===== src/rtl/pc_if_id.sv =====
// pc_if_id: fetch PC register and IF/ID pipeline register with redirect/stall handling.
// Define DELAY_SLOT_EN to keep the instruction after a redirect (one MIPS delay slot) instead of squashing it.
module pc_if_id #(
  parameter logic [31:0] RESET_PC  = 32'h0000_0000,
  parameter logic [31:0] NOP_INSTR = 32'h0000_0000
) (
  input  logic        clock,
  input  logic        reset,
  input  logic [31:0] instr_mem_data,
  input  logic        stall,
  input  logic        jump_taken,
  input  logic [31:0] jump_target,
  input  logic        branch_taken,
  input  logic [31:0] branch_target,
  output logic [31:0] pc_out,
  output logic [31:0] if_id_instr,
  output logic [31:0] if_id_pc_plus_4,
  output logic        if_id_valid,
  output logic [15:0] redirect_count
);
  typedef enum logic {BOOT, RUN} state_t;
  state_t      r_state, w_state_nxt;
  logic [31:0] r_pc, r_instr, r_pc4, w_pc_nxt, w_instr_nxt, w_pc4_nxt, w_pc_plus_4, w_rd_instr;
  logic        r_valid, w_valid_nxt, w_redirect, w_rd_valid;
  logic [15:0] r_cnt;
  assign w_pc_plus_4 = r_pc + 32'd4;
`ifdef DELAY_SLOT_EN
  assign w_rd_instr = instr_mem_data;
  assign w_rd_valid = 1'b1;
`else
  assign w_rd_instr = NOP_INSTR;
  assign w_rd_valid = 1'b0;
`endif
  // branch beats stall beats jump; a stalled jump is simply re-presented later
  always_comb begin
    w_state_nxt = RUN;
    w_pc_nxt    = r_pc;
    w_instr_nxt = r_instr;
    w_pc4_nxt   = r_pc4;
    w_valid_nxt = r_valid;
    w_redirect  = 1'b0;
    if (r_state == RUN) begin
      w_redirect  = branch_taken || (!stall && jump_taken);
      w_pc_nxt    = branch_taken ? branch_target : stall ? r_pc : jump_taken ? jump_target : w_pc_plus_4;
      w_instr_nxt = stall && !branch_taken ? r_instr : w_redirect ? w_rd_instr : instr_mem_data;
      w_pc4_nxt   = stall && !branch_taken ? r_pc4 : w_pc_plus_4;
      w_valid_nxt = stall && !branch_taken ? r_valid : w_redirect ? w_rd_valid : 1'b1;
    end
  end
  always_ff @(posedge clock) begin
    if (reset) begin
      r_state <= BOOT;
      r_pc    <= RESET_PC;
      r_instr <= NOP_INSTR;
      r_pc4   <= 32'h0;
      r_valid <= 1'b0;
      r_cnt   <= 16'h0;
    end else begin
      r_state <= w_state_nxt;
      r_pc    <= w_pc_nxt;
      r_instr <= w_instr_nxt;
      r_pc4   <= w_pc4_nxt;
      r_valid <= w_valid_nxt;
      r_cnt   <= (w_redirect && r_cnt != 16'hFFFF) ? r_cnt + 16'd1 : r_cnt;
    end
  end
  assign pc_out          = r_pc;
  assign if_id_instr     = r_instr;
  assign if_id_pc_plus_4 = r_pc4;
  assign if_id_valid     = r_valid;
  assign redirect_count  = r_cnt;
endmodule


===== config.mk =====
export PLATFORM = sky130hd
export DESIGN_NAME = pc_if_id
export DESIGN_NICKNAME = d
export VERILOG_FILES = /design/src/rtl/pc_if_id.sv
export SDC_FILE = /design/constraint.sdc
export NUM_CORES = 1
export LEC_CHECK = 0
export CORE_ASPECT_RATIO = 0.5
export CORE_UTILIZATION = 40
export CTS_CLUSTER_SIZE = 10
export DETAILED_ROUTE_END_ITERATION = 12
export PLACE_DENSITY = 0.77
export SLEW_MARGIN = 0
export SYNTH_ARGS = -nofsm -noshare
export SYNTH_HDL_FRONTEND = slang
export SYNTH_SLANG_ARGS = --single-unit

===== constraint.sdc =====
create_clock -name clock -period 2 [get_ports clock]
set_clock_uncertainty 0.15 [all_clocks]
set_input_delay 0.4 -clock clock [delete_from_list [all_inputs] [get_ports clock]]
set_output_delay 0.4 -clock clock [all_outputs]
set_load 0.02 [all_outputs]

==> metrics.txt, run 1 <==
average size of a mapped cell=between 8 and 9 um2; hold path depth=2; Placer Congestion=around 0.89; worst setup path class=flop to flop; register area share after synthesis=between 40% and 50%; Starting Density=about 42%; Worst Hold Launch=if_id_instr[21]$_SDFFE_PP0P_; vias per std cell=around 5.7; Area Overhead vs Synth=71.3%; GRT overflow=0; pwr dens=between 700 and 800 nW/um2; CP arrival=2200 ps; initial DRC count=between 400 and 500; Slew Viols, Final=0; RSZ-0062 raised after global routing=yes; syn_nets=just under 800; CTS Buffer Depth=2; HP Class=flop to flop; worst reg2reg path endpoint=if_id_pc_plus_4[21]$_SDFFE_PP0P_; Final Util=between 70% and 80%; ANT nets after route=0; Clock Tree Root=clkbuf_16; flops & latches, synth=114; Cells after Synth=686; non-filler cells, final=~1200; final setup fails=4; worst skew pair latency=410 ps; Post-Place Cells=1120; DRT Pass-1 Iters=5; startpoint types=flop; GRT Total Usage=between 20 and 30%; clock sink total=114; total core area=roughly 13000 um2; Ant. Diodes=0; pin count of the biggest net entering global routing=slightly below 70; first-pass GRT wire length=31900 um; R2R setup slack=-60 ps; # rows=29; Max Clk Rate=486 MHz; initial antenna violation count=0; H-tree depth=4; die width=168 um; vias=6569; max-cap violations=0; worst reg-to-reg path cell count=5; Final Cell Area=9490 um2; Worst Hold Path EP=if_id_instr[21]$_SDFFE_PP0P_; Die Height=between 80 and 90 um; Yosys cell types=slightly above 60; Least-Margin Pin Slew=roughly 720 ps; period utilization=103%; violations in the final reports=negative setup slack; post-cts hold buffer count=0; worst setup margin=-56.2 ps; Slew HR=slightly above 50%; DR WL/cell=between 15 and 20 um; die area=between 10000 and 15000 um2; leak pwr=around 3.7 nW; post-placement cell area=just under 9000 um2; HPWL after detailed placement=between 10000 and 15000 um; CTS Buf Count=17; status=complete, but fails checks; drt drc=0; post-route minimum period=a little over 2000 ps; fin nets=around 1100; maximum vdd drop=between 0.5 and 0.6 mV; Ys Warns=0; share of cells above drive strength 1=20.8%; PortBufs=approximately 210; critical path peak fanout=7; Worst Setup End Kind=flop; TritonCTS clock tree=done; most frequently used flop master after synthesis=dfxtp_1; Fin. Hold Viols=0; Total Wirelength=around 21000 um; Syn Std Cell Area=about 5500 um2; CP required=2150 ps; vias in the first global route=about 6300; CTS clk-pin slew, worst paths=around 50 ps; RR Startpoint=pc_out[18]$_SDFFE_PP0P_; Post-synth EDFFs=0; I/O Pins=between 200 and 250; ys async rst share=0%
## power breakdown
part           internal, mW  switching, mW  leakage, nW  total (mW)
registers              2.39         0.0933        0.940        2.48
clock network          2.01           1.07        0.294        3.08
logic                 0.649          0.663         2.48        1.31
## worst max-delay path by stage
stage                                       start                                to  slack, ps  cells after the start
after floorplan            pc_out[9]$_SDFFE_PP0P_           pc_out[31]$_SDFFE_PP0P_       -100                      7
after CTS                 pc_out[19]$_SDFFE_PP0P_           pc_out[31]$_SDFFE_PP0P_         -3                      5
after global routing      pc_out[18]$_SDFFE_PP0P_  if_id_pc_plus_4[21]$_SDFFE_PP0P_        -80                      5
after detailed placement             branch_taken  if_id_pc_plus_4[21]$_SDFFE_PP0P_       -360                      7
after global placement                 jump_taken           pc_out[28]$_SDFFE_PP0P_       -290                      8
final                     pc_out[18]$_SDFFE_PP0P_  if_id_pc_plus_4[21]$_SDFFE_PP0P_        -60                      5
## flip-flops by register name (all words and copies together), names as in the netlist
signal           flops
if_id_instr         32
if_id_pc_plus_4     32
if_id_valid          1
redirect_count      16
pc_out              32
r_state              1
## critical path, stage by stage, from the launching register on
cell      delay, ps
dfxtp_4         360
nand3_4          80
or4_4           610
nor2_1          280
xnor2_1         150
a211oi_1        320
## per-stage QoR
step                      TNS, ps  hold WS, ps  setup slack, ps  power [mW]
after global routing         -539          319            -84.5        7.11
after global placement     -19970          287             -290        3.78
after floorplan              -271          296             -104        3.07
final                       -80.3          298            -56.2        6.87
after detailed placement   -26570          296             -361        3.80
after CTS                   -2.69          301            -2.69        6.83
## cells in the mapped netlist, drive strengths merged (3+ instances only)
cell type,instances,share of area [%]
a211oi,18,2.5
a21oi,83,7.5
a221oi,9,1.5
a22oi,3,0.41
a31o,3,0.47
and3,6,0.68
and4,4,0.63
buf,13,1.2
clkbuf,46,3.1
dfxtp,114,41
inv,10,0.68
mux2i,8,1.4
nand2,73,4.9
nand3,54,4.9
nand4,17,2.2
nor2,49,3.3
nor3,13,1.3
nor4,13,1.7
nor4b,5,1.1
o211ai,6,0.81
o21a,3,0.41
o21ai,41,3.7
o221ai,7,1.1
o22ai,10,1.1
o31ai,4,0.54
xnor2,31,4.9
xor2,12,1.9
## cell families after synthesis
| logic type | share of synthesized area, % |
|---|---|
| compound gates | 22.5 |
| xor+xnor | 6.80 |
| fa+ha+maj | 0.452 |
| buf+inv | 5.10 |
| flops | 41.2 |
| mux | 1.65 |
| simple gates | 22.3 |
## cell usage in the layout, fill, tap and decap left out, types with 4 or more instances in the layout
cell type | synthesis | final
mux2i_1 | 8 | 8
clkdlybuf4s50_1 | 0 | 168
inv_1 | 10 | 9
buf_4 | 2 | 109
xnor2_1 | 31 | 31
and3_1 | 6 | 6
buf_12 | 0 | 9
nor3_1 | 12 | 12
nand3_1 | 54 | 48
o211ai_1 | 6 | 6
o21ai_0 | 40 | 40
nand2_1 | 73 | 73
xor2_1 | 12 | 11
clkbuf_16 | 0 | 18
nor4_1 | 12 | 8
nor4_4 | 1 | 4
a21oi_1 | 83 | 83
nand4_1 | 16 | 16
o221ai_1 | 7 | 7
nor2_1 | 49 | 46
dlymetal6s2s_1 | 0 | 5
a221oi_1 | 8 | 8
dlygate4sd2_1 | 0 | 39
dfxtp_4 | 0 | 6
dfxtp_2 | 0 | 10
o22ai_1 | 10 | 10
a211oi_1 | 17 | 16
nand3_4 | 0 | 5
dfxtp_1 | 114 | 98
## layout make-up
type,count,area (um2)
clock buffers,21,460
clock inverters,9,130
fillers,974,3570
inverters,11,41.3
multi-input cells,502,3200
flip-flops and latches,114,2320
well taps,170,213
repair buffers,333,3130
## layer usage
| layer | global-route usage [%] | routed length (um) |
|---|---|---|
| met1 | 34.4 | 8840 |
| met2 | 48.8 | 10500 |
| met3 | 5.32 | 1390 |
| met4 | 11.8 | 551 |
| met5 | 0 | 0 |
## timing repair
item | CTS | global route
pin swaps | 5 | 10
gates cloned | 0 | 1
setup buffers | 2 | 7
endpoints found under the setup margin | 51 | 47
resized for setup | 45 | 28
Note: power is estimated with default switching activity, not from simulation.
==> run 2: changes to the inputs <==
- CTS_CLUSTER_SIZE: 10 -> not set
==> results of run 2 <==
No change in the layout: final DEF, timing and power equal those of run 1.
